### src/rtl/fp_mul_pipe_44_pkg.sv
// Shared definitions for the parametrised floating-point multiplier:
// operand classes, flag bit positions and the canonical quiet NaN.
package fp_mul_pkg_44;

   typedef enum logic [2:0] {
      ZERO,
      NORM,
      INF,
      QNAN,
      SNAN
   } fp_class_e;

   // Bit positions inside the 4-bit flags vector {NV, OF, UF, NX}
   localparam int NV = 3;
   localparam int OF = 2;
   localparam int UF = 1;
   localparam int NX = 0;

   // Widest supported format: 1 + 11 + 23
   localparam int MAX_W = 35;

   // Canonical qNaN: sign 0, exponent all ones, only the fraction MSB set
   function automatic logic [MAX_W-1:0] canon_qnan(input int exp_w, input int man_w);
      logic [MAX_W-1:0] q;
      q = ((MAX_W'(1) << exp_w) - MAX_W'(1)) << man_w;
      q = q | (MAX_W'(1) << (man_w - 1));
      return q;
   endfunction

endpackage

### src/rtl/fp_mul_pipe_44_if.sv
// Operand/result streaming interface of the floating-point multiplier.
// master = operand source and result consumer, slave = multiplier.
interface fp_mul_pipe_44_if #(
   parameter int EXP_W = 8,
   parameter int MAN_W = 7
);
   localparam int W = 1 + EXP_W + MAN_W;

   logic         in_valid_44;
   logic         in_ready_44;
   logic [W-1:0] a_44;
   logic [W-1:0] b_44;
   logic         out_valid_44;
   logic         out_ready_44;
   logic [W-1:0] result_44;
   logic [3:0]   flags_44;

   modport master (
      output in_valid_44, a_44, b_44, out_ready_44,
      input  in_ready_44, out_valid_44, result_44, flags_44
   );

   modport slave (
      input  in_valid_44, a_44, b_44, out_ready_44,
      output in_ready_44, out_valid_44, result_44, flags_44
   );

endinterface

### src/rtl/fp_mul_pipe_44_unpack.sv
// Combinational field extraction and classification of one operand.
// Denormals are treated as zero (sign kept); the significand of a zero is 0.
module fp_unpack_44
   import fp_mul_pkg_44::*;
#(
   parameter  int EXP_W = 8,
   parameter  int MAN_W = 7,
   localparam int W     = 1 + EXP_W + MAN_W
) (
   input  logic [W-1:0]     op,
   output logic             sign,
   output logic [EXP_W-1:0] exp_f,
   output logic [MAN_W:0]   sig,
   output fp_class_e        cls
);

   logic [MAN_W-1:0] frac;

   assign sign  = op[W-1];
   assign exp_f = op[W-2:MAN_W];
   assign frac  = op[MAN_W-1:0];
   assign sig   = (exp_f == '0) ? '0 : {1'b1, frac};

   // Classify the operand from its exponent and fraction fields
   always_comb begin
      // NOTE: default assigned first so every path drives cls and no latch is inferred.
      cls = NORM;
      if (exp_f == '0) begin
         cls = ZERO;
      end else if (&exp_f) begin
         if (frac == '0)
            cls = INF;
         else if (frac[MAN_W-1])
            cls = QNAN;
         else
            cls = SNAN;
      end
   end

endmodule

### src/rtl/fp_mul_pipe_44.sv
// Parametrised floating-point multiplier, round-to-nearest-even, flush-to-zero.
// Operand latch followed by three stages (multiply, normalise, round/pack);
// every stage advances together when the output is free or being drained.
// Optional IEEE flags {NV, OF, UF, NX} are built when FP_MUL_FLAGS_EN is defined;
// otherwise flags_44 is tied to zero.
module fp_mul_pipe_44
   import fp_mul_pkg_44::*;
#(
   parameter int EXP_W = 8,
   parameter int MAN_W = 7
) (
   input logic          clk_44,
   input logic          rst_n_44,
   fp_mul_pipe_44_if.slave bus_44
);

   localparam int W    = 1 + EXP_W + MAN_W;
   localparam int BIAS = (1 << (EXP_W - 1)) - 1;
   localparam int PW   = 2 * MAN_W + 2;
   localparam int EW   = EXP_W + 2;

   localparam logic [MAX_W-1:0] QNAN_FULL = canon_qnan(EXP_W, MAN_W);
   localparam logic [W-1:0]     QNAN_VAL  = QNAN_FULL[W-1:0];
   localparam logic [EW-1:0]    EXP_INF   = EW'((1 << EXP_W) - 1);
   localparam logic [EW-1:0]    EXP_ONE   = EW'(1);

   logic adv;
   assign adv                = !bus_44.out_valid_44 || bus_44.out_ready_44;
   assign bus_44.in_ready_44 = adv;

   // Pipeline valid bits and registers
   logic             op_valid, s1_valid, s2_valid, out_valid;
   logic [W-1:0]     op_a, op_b;
   logic             s1_sign, s1_special;
   logic [EW-1:0]    s1_exp;
   logic [PW-1:0]    s1_prod;
   logic [W-1:0]     s1_spec_res;
   logic             s2_sign, s2_special, s2_guard, s2_sticky;
   logic [EW-1:0]    s2_exp;
   logic [MAN_W-1:0] s2_frac;
   logic [W-1:0]     s2_spec_res;
   logic [W-1:0]     result_q;

   // S1: unpack, classify, multiply
   logic             sign_a, sign_b;
   logic [EXP_W-1:0] exp_a, exp_b;
   logic [MAN_W:0]   sig_a, sig_b;
   fp_class_e        cls_a, cls_b;

   fp_unpack_44 #(.EXP_W(EXP_W), .MAN_W(MAN_W)) u_unpack_a (
      .op(op_a), .sign(sign_a), .exp_f(exp_a), .sig(sig_a), .cls(cls_a)
   );
   fp_unpack_44 #(.EXP_W(EXP_W), .MAN_W(MAN_W)) u_unpack_b (
      .op(op_b), .sign(sign_b), .exp_f(exp_b), .sig(sig_b), .cls(cls_b)
   );

   logic          sign_d, any_snan, any_nan, any_inf, any_zero, inv_op, special_d;
   logic [W-1:0]  spec_res_d;
   logic [PW-1:0] prod_d;
   logic [EW-1:0] exp_d;

   // Special-value resolution in priority order: NaN / Inf*0, Inf, zero
   always_comb begin
      sign_d     = sign_a ^ sign_b;
      any_snan   = (cls_a == SNAN) || (cls_b == SNAN);
      any_nan    = any_snan || (cls_a == QNAN) || (cls_b == QNAN);
      any_inf    = (cls_a == INF) || (cls_b == INF);
      any_zero   = (cls_a == ZERO) || (cls_b == ZERO);
      inv_op     = any_inf && any_zero;
      special_d  = any_nan || any_inf || any_zero;
      spec_res_d = QNAN_VAL;
      if (any_nan || inv_op)
         spec_res_d = QNAN_VAL;
      else if (any_inf)
         spec_res_d = {sign_d, {EXP_W{1'b1}}, {MAN_W{1'b0}}};
      else if (any_zero)
         spec_res_d = {sign_d, {(W-1){1'b0}}};
   end

   assign prod_d = PW'(sig_a) * PW'(sig_b);
   assign exp_d  = EW'(exp_a) + EW'(exp_b) - EW'(BIAS);

   // S2: normalise the product to 1.f and split off guard and sticky
   logic [EW-1:0]    n_exp;
   logic [MAN_W-1:0] n_frac;
   logic             n_guard, n_sticky;

   // Select the kept field depending on whether the product reached [2,4)
   always_comb begin
      n_exp    = s1_exp;
      n_frac   = s1_prod[PW-3:MAN_W];
      n_guard  = s1_prod[MAN_W-1];
      n_sticky = |s1_prod[MAN_W-2:0];
      if (s1_prod[PW-1]) begin
         n_exp    = s1_exp + EXP_ONE;
         n_frac   = s1_prod[PW-2:MAN_W+1];
         n_guard  = s1_prod[MAN_W];
         n_sticky = |s1_prod[MAN_W-1:0];
      end
   end

   // S3: round to nearest even and pack
   logic             rnd_up, rnd_carry, ovf, unf;
   logic [EW-1:0]    r_exp;
   logic [MAN_W-1:0] r_frac;
   logic [W-1:0]     res_d;

   // Round, detect overflow/underflow after rounding, then choose the result
   always_comb begin
      rnd_up    = s2_guard && (s2_sticky || s2_frac[0]);
      rnd_carry = rnd_up && (&s2_frac);
      r_frac    = s2_frac + MAN_W'(rnd_up);
      r_exp     = rnd_carry ? (s2_exp + EXP_ONE) : s2_exp;
      ovf       = $signed(r_exp) >= $signed(EXP_INF);
      unf       = $signed(r_exp) < $signed(EXP_ONE);
      res_d     = {s2_sign, r_exp[EXP_W-1:0], r_frac};
      if (s2_special)
         res_d = s2_spec_res;
      else if (ovf)
         res_d = {s2_sign, {EXP_W{1'b1}}, {MAN_W{1'b0}}};
      else if (unf)
         res_d = {s2_sign, {(W-1){1'b0}}};
   end

   // Valid chain and output register; reset discards everything in flight
   always_ff @(posedge clk_44 or negedge rst_n_44) begin
      // NOTE: sequential state uses non-blocking assignments so all stages sample pre-edge values.
      if (!rst_n_44) begin
         op_valid  <= 1'b0;
         s1_valid  <= 1'b0;
         s2_valid  <= 1'b0;
         out_valid <= 1'b0;
         result_q  <= '0;
      end else if (adv) begin
         op_valid  <= bus_44.in_valid_44;
         s1_valid  <= op_valid;
         s2_valid  <= s1_valid;
         out_valid <= s2_valid;
         if (s2_valid)
            result_q <= res_d;
      end
   end

   // Datapath stage registers, qualified by the valid chain
   always_ff @(posedge clk_44) begin
      // NOTE: datapath registers are not reset; the valid bits alone decide what is meaningful.
      if (adv) begin
         op_a        <= bus_44.a_44;
         op_b        <= bus_44.b_44;
         s1_sign     <= sign_d;
         s1_special  <= special_d;
         s1_exp      <= exp_d;
         s1_prod     <= prod_d;
         s1_spec_res <= spec_res_d;
         s2_sign     <= s1_sign;
         s2_special  <= s1_special;
         s2_exp      <= n_exp;
         s2_frac     <= n_frac;
         s2_guard    <= n_guard;
         s2_sticky   <= n_sticky;
         s2_spec_res <= s1_spec_res;
      end
   end

   assign bus_44.out_valid_44 = out_valid;
   assign bus_44.result_44    = result_q;

`ifdef FP_MUL_FLAGS_EN
   logic       nv_d, s1_nv, s2_nv;
   logic [3:0] flags_d, flags_q;

   assign nv_d = any_snan || inv_op;

   // Exception flags for the result leaving S3
   always_comb begin
      flags_d = '0;
      if (s2_special) begin
         flags_d[NV] = s2_nv;
      end else begin
         flags_d[OF] = ovf;
         flags_d[UF] = unf;
         flags_d[NX] = ovf || unf || s2_guard || s2_sticky;
      end
   end

   // Carry the invalid-operation indication alongside the datapath
   always_ff @(posedge clk_44) begin
      if (adv) begin
         s1_nv <= nv_d;
         s2_nv <= s1_nv;
      end
   end

   // Output flags register, loaded together with the result
   always_ff @(posedge clk_44 or negedge rst_n_44) begin
      if (!rst_n_44)
         flags_q <= '0;
      else if (adv && s2_valid)
         flags_q <= flags_d;
   end

   assign bus_44.flags_44 = flags_q;
`else
   assign bus_44.flags_44 = 4'b0000;
`endif

endmodule
### src/flat_wrapper.sv
// flat-port wrapper written by rule: the top's interface ports become plain ports
module fp_mul_pipe_44_flat import fp_mul_pkg_44::*;
#(
   parameter int EXP_W = 8,
   parameter int MAN_W = 7
)
  (clk_44, rst_n_44, bus_44_in_valid_44, bus_44_a_44, bus_44_b_44, bus_44_out_ready_44, bus_44_in_ready_44, bus_44_out_valid_44, bus_44_result_44, bus_44_flags_44);
  fp_mul_pipe_44_if #(.EXP_W(EXP_W), .MAN_W(MAN_W)) bus_44_i ();
  input logic clk_44;
  input logic rst_n_44;
  input wire logic [$bits(bus_44_i.in_valid_44)-1:0] bus_44_in_valid_44;
  input wire logic [$bits(bus_44_i.a_44)-1:0] bus_44_a_44;
  input wire logic [$bits(bus_44_i.b_44)-1:0] bus_44_b_44;
  input wire logic [$bits(bus_44_i.out_ready_44)-1:0] bus_44_out_ready_44;
  output wire logic [$bits(bus_44_i.in_ready_44)-1:0] bus_44_in_ready_44;
  output wire logic [$bits(bus_44_i.out_valid_44)-1:0] bus_44_out_valid_44;
  output wire logic [$bits(bus_44_i.result_44)-1:0] bus_44_result_44;
  output wire logic [$bits(bus_44_i.flags_44)-1:0] bus_44_flags_44;
  assign bus_44_i.in_valid_44 = bus_44_in_valid_44;
  assign bus_44_i.a_44 = bus_44_a_44;
  assign bus_44_i.b_44 = bus_44_b_44;
  assign bus_44_i.out_ready_44 = bus_44_out_ready_44;
  assign bus_44_in_ready_44 = bus_44_i.in_ready_44;
  assign bus_44_out_valid_44 = bus_44_i.out_valid_44;
  assign bus_44_result_44 = bus_44_i.result_44;
  assign bus_44_flags_44 = bus_44_i.flags_44;
  fp_mul_pipe_44 #(.EXP_W(EXP_W), .MAN_W(MAN_W)) u_core (.clk_44(clk_44), .rst_n_44(rst_n_44), .bus_44(bus_44_i));
endmodule
### config.mk
export PLATFORM = sky130hd
export DESIGN_NAME = fp_mul_pipe_44_flat
export DESIGN_NICKNAME = d
export VERILOG_FILES = /design/src/rtl/fp_mul_pipe_44_pkg.sv /design/src/rtl/fp_mul_pipe_44_if.sv /design/src/rtl/fp_mul_pipe_44_unpack.sv /design/src/rtl/fp_mul_pipe_44.sv /design/src/flat_wrapper.sv
export SDC_FILE = /design/constraint.sdc
export NUM_CORES = 1
export LEC_CHECK = 0
export CORE_ASPECT_RATIO = 1.75
export CORE_UTILIZATION = 40
export CTS_CLUSTER_DIAMETER = 50
export DETAILED_ROUTE_END_ITERATION = 8
export MAX_ROUTING_LAYER = met4
export PLACE_DENSITY_LB_ADDON = 0.3
export SETUP_SLACK_MARGIN = 0.05
export SLEW_MARGIN = 10
export SYNTH_ARGS = -nofsm -noshare
export SYNTH_HDL_FRONTEND = slang
export SYNTH_SLANG_ARGS = --single-unit
### constraint.sdc
create_clock -name clk_44 -period 6.3 [get_ports clk_44]
set_input_delay 1.575 -clock clk_44 [delete_from_list [all_inputs] [get_ports clk_44]]
set_output_delay 1.575 -clock clk_44 [all_outputs]
set_load 0.05 [all_outputs]
==> impl_results.md, run 1 <==
- Status: completed
- Max Cap Viol: 0
- CP Launch Type: flop
- CP Class: flop to flop
- Full die area: 18120 sq um
- Worst path slowest cell: or4_1
- Post_cts resized: 0
- Fmax: 0.1735 GHz
- Cell with the most instances after synthesis: edfxtp_1
- Chip Width: 102.2 microns
- Clock Path Buffers: 2
- Final Util: 47.30%
- CP peak stage delay: 570 ps
- Min cycle time layout: 5764 ps
- Slew HR: 43.81%
- Cell area after synthesis: 7025 sq um
- Most instantiated cells after synthesis: edfxtp_1, inv_1, and3_1
- Worst-path maximum fanout: 56
- First-pass GRT wire length: 21.08 mm
- GPL Wtd Cong: 0.8240
- Vias in the first global route: 4784
- Inst Count DP: 878
- Number of remaining DRC errors: 0
- Fin nets: 784
- Post-DP HPWL: 9.907 mm
- Library cells used by synthesis: 61
- Setup Skew: 8.941 ps
- Vias post-DR: 4676
- GRT Total Usage: 15.35%
- Antenna viol nets, final: 0
- Fraction of layout cells with a size suffix above 1: 6.747%
- CTS HTree Levels: 3
- Primary FF master, synth: edfxtp_1
- Worst Tran Pin Value: 840.2 ps
- Endpoints failing hold: 0
- Clk pin slew, worst setup/hold paths: 70 ps
- Family with the most delay on the worst path: adder cells
- Final WL: 12.65 mm
- TritonCTS clock tree: built
- Cells after synthesis: 610
- Clk root buf: clkbuf_16
- Final worst-path cycle share: 91.49%
- Skew-Pair Late Insertion Delay: 340 ps
- Data arrival, critical path: 5850 ps
- Chip height: 177.3 microns
- Largest net degree at the start of global routing: 57
- Number of flops mapped to enable cells by yosys: 87
- Ant. Diodes: 0
- Mean area per synthesized cell: 11.52 sq um
- Area Overhead vs Synth: 14.62%
- Routed vias/inst: 5.230
- I/O pin total: 58
- DR pass1 iterations: 5
- # rows: 63
- Largest cells by area after synthesis: edfxtp_1, fa_1, ha_1
- Initial drt markers: 247
- RSZ-0062 raised after global routing: false
- Count of input and output buffers: 53
- Worst Path Buf+Inv: 3
- # clock sinks: 107
- Yosys warnings: 0
- Area leader, netlist: edfxtp_1
- Layout Cells excl Fill: 894
- Async SR Flop Fraction: 18.69%
- Initial antenna violation count: 0
- Slew Viols, Final: 0
- Worst Setup End Kind: flop
- Critical Path RT: 6390 ps
- Crit-path cells: or4_1 -> nor2_1 -> a21oi_2 -> buf_12 -> and3_1 -> fa_1 -> fa_1 -> inv_1 -> fa_1 -> fa_1 -> inv_1 -> ha_1 -> o21a_1 -> o31a_1 -> o31a_1 -> o21bai_1 -> a21oi_1 -> or3_1
- Post-synth top area share: 37.19%
- Starting Density: 41.26%
- Hold-fix buffers at CTS: 0
- CTS Buf Count: 9
- Hold WC Path Type: flop to flop
- Drt wl/cell: 14.15 microns
- Remaining Overflow, GRT: 0
- Crit-path most repeated cell: fa_1
- Setup tns final: 0 ps
- Core area: 17030 sq um
- Post-CTS Setup Bufs: 0
- Register area share after synthesis: 44.31%
- Flops & latches, synth: 107
- Final Setup Violations: 0
## cells by family (layout without fill, tap and decap cells)
kind of cell               count (synthesis)  count (layout)  synth area share [%]
and+or+nand+nor                          213             213                 16.99
DFF                                      107             107                 44.31
adders and majority gates                 86              86                 19.27
buffers and inverters                     82             136                 5.236
AOI/OAI and AO/OA                         64              64                 6.429
xor gates and xnor gates                  42              42                 5.343
muxes                                     15              15                 2.369
other                                      1               4               0.05338
## cells in the final DEF, fill, tap and decap left out, types with 8 or more instances in the layout
master / n
a21oi_1: 8
and2_1: 15
and3_1: 50
clkbuf_16: 9
clkdlybuf4s50_1: 53
dfrtp_1: 20
edfxtp_1: 87
fa_1: 37
ha_1: 49
inv_1: 63
mux2_2: 13
nand2_1: 42
nand3_1: 28
nand4_1: 12
nor2_1: 25
nor3_1: 10
nor4_1: 10
o21ai_0: 12
xnor2_1: 27
xor2_1: 14
## worst register-to-register path: cells and delay by family, from the launching register on
kind            cells  cell delay [ps]
compound gates      6             1100
buf+inv             3              320
fa+ha+maj           5             2330
simple gates        4             1300
flops               1              450
## sequential cells by signal, indices dropped and copies added (netlist names), 3 cells and up
register	count
u_core.s2_frac	7
u_core.s2_spec_res	3
u_core.op_b	16
u_core.bus_44.result_44	16
u_core.op_a	16
u_core.s1_spec_res	3
u_core.s1_prod	16
u_core.s1_exp	10
u_core.s2_exp	10
## final timing paths
kind / startpoint / to / slack (ps) / depth (start not counted)
max in group asynchronous: rst_n_44 / u_core.op_valid$_DFFE_PN0N_ / 4060 / 1
hold reg to reg: u_core.s1_sign$_DFFE_PN_ / u_core.s2_sign$_DFFE_PN_ / 420 / 0
hold / removal: u_core.s1_sign$_DFFE_PN_ / u_core.s2_sign$_DFFE_PN_ / 420 / 0
setup reg to reg: u_core.op_a[8]$_DFFE_PN_ / u_core.s1_prod[15]$_DFFE_PN_ / 540 / 18
setup / recovery: u_core.op_a[8]$_DFFE_PN_ / u_core.s1_prod[15]$_DFFE_PN_ / 540 / 18
min in group asynchronous: rst_n_44 / u_core.bus_44.result_44[6]$_DFFE_PN0P_ / 1720 / 1
## stage by stage
step	setup slack [ps]	instance area (sq um)	hold WS (ps)
floorplan	979.0	7037	400.3
global placement	742.3	7774	408.5
detailed placement	625.0	7774	404.5
CTS	553.1	8053	420.0
global route	177.8	8053	426.4
finish	536.3	8053	415.6
## per-layer routing
| metal | vias to the layer above | GRT usage [%] | wire length [microns] |
|---|---|---|---|
| li1 | 2274 | - | - |
| met1 | 2281 | 14.30 | 4635 |
| met2 | 102 | 29.53 | 7290 |
| met3 | 19 | 2.284 | 366 |
| met4 | 0 | 7.381 | 358 |
| met5 | - | - | 0 |
## layout make-up
cell class / count / area, sq um
tap: 227 / 284.0
multi-input combinational: 424 / 3567
clock buffer: 9 / 225.2
inverter: 63 / 236.5
timing repair buffer: 57 / 573.1
sequential: 107 / 3113
clock inverter: 7 / 53.80
fill: 1589 / 8974
Power of run 1 is not shown: default switching activity piles up to over one toggle a cycle in this logic, so the estimate is an artifact.
==> inputs of run 2 (changes only) <==
--- a/config.mk
+++ b/config.mk
@@ -11,7 +11,6 @@
 export DETAILED_ROUTE_END_ITERATION = 8
 export MAX_ROUTING_LAYER = met4
 export PLACE_DENSITY_LB_ADDON = 0.3
-export SETUP_SLACK_MARGIN = 0.05
 export SLEW_MARGIN = 10
 export SYNTH_ARGS = -nofsm -noshare
 export SYNTH_HDL_FRONTEND = slang
==> results of run 2 <==
Final layout, timing and power as in run 1 (identical DEF).
Power of run 2 is left out for the same reason.
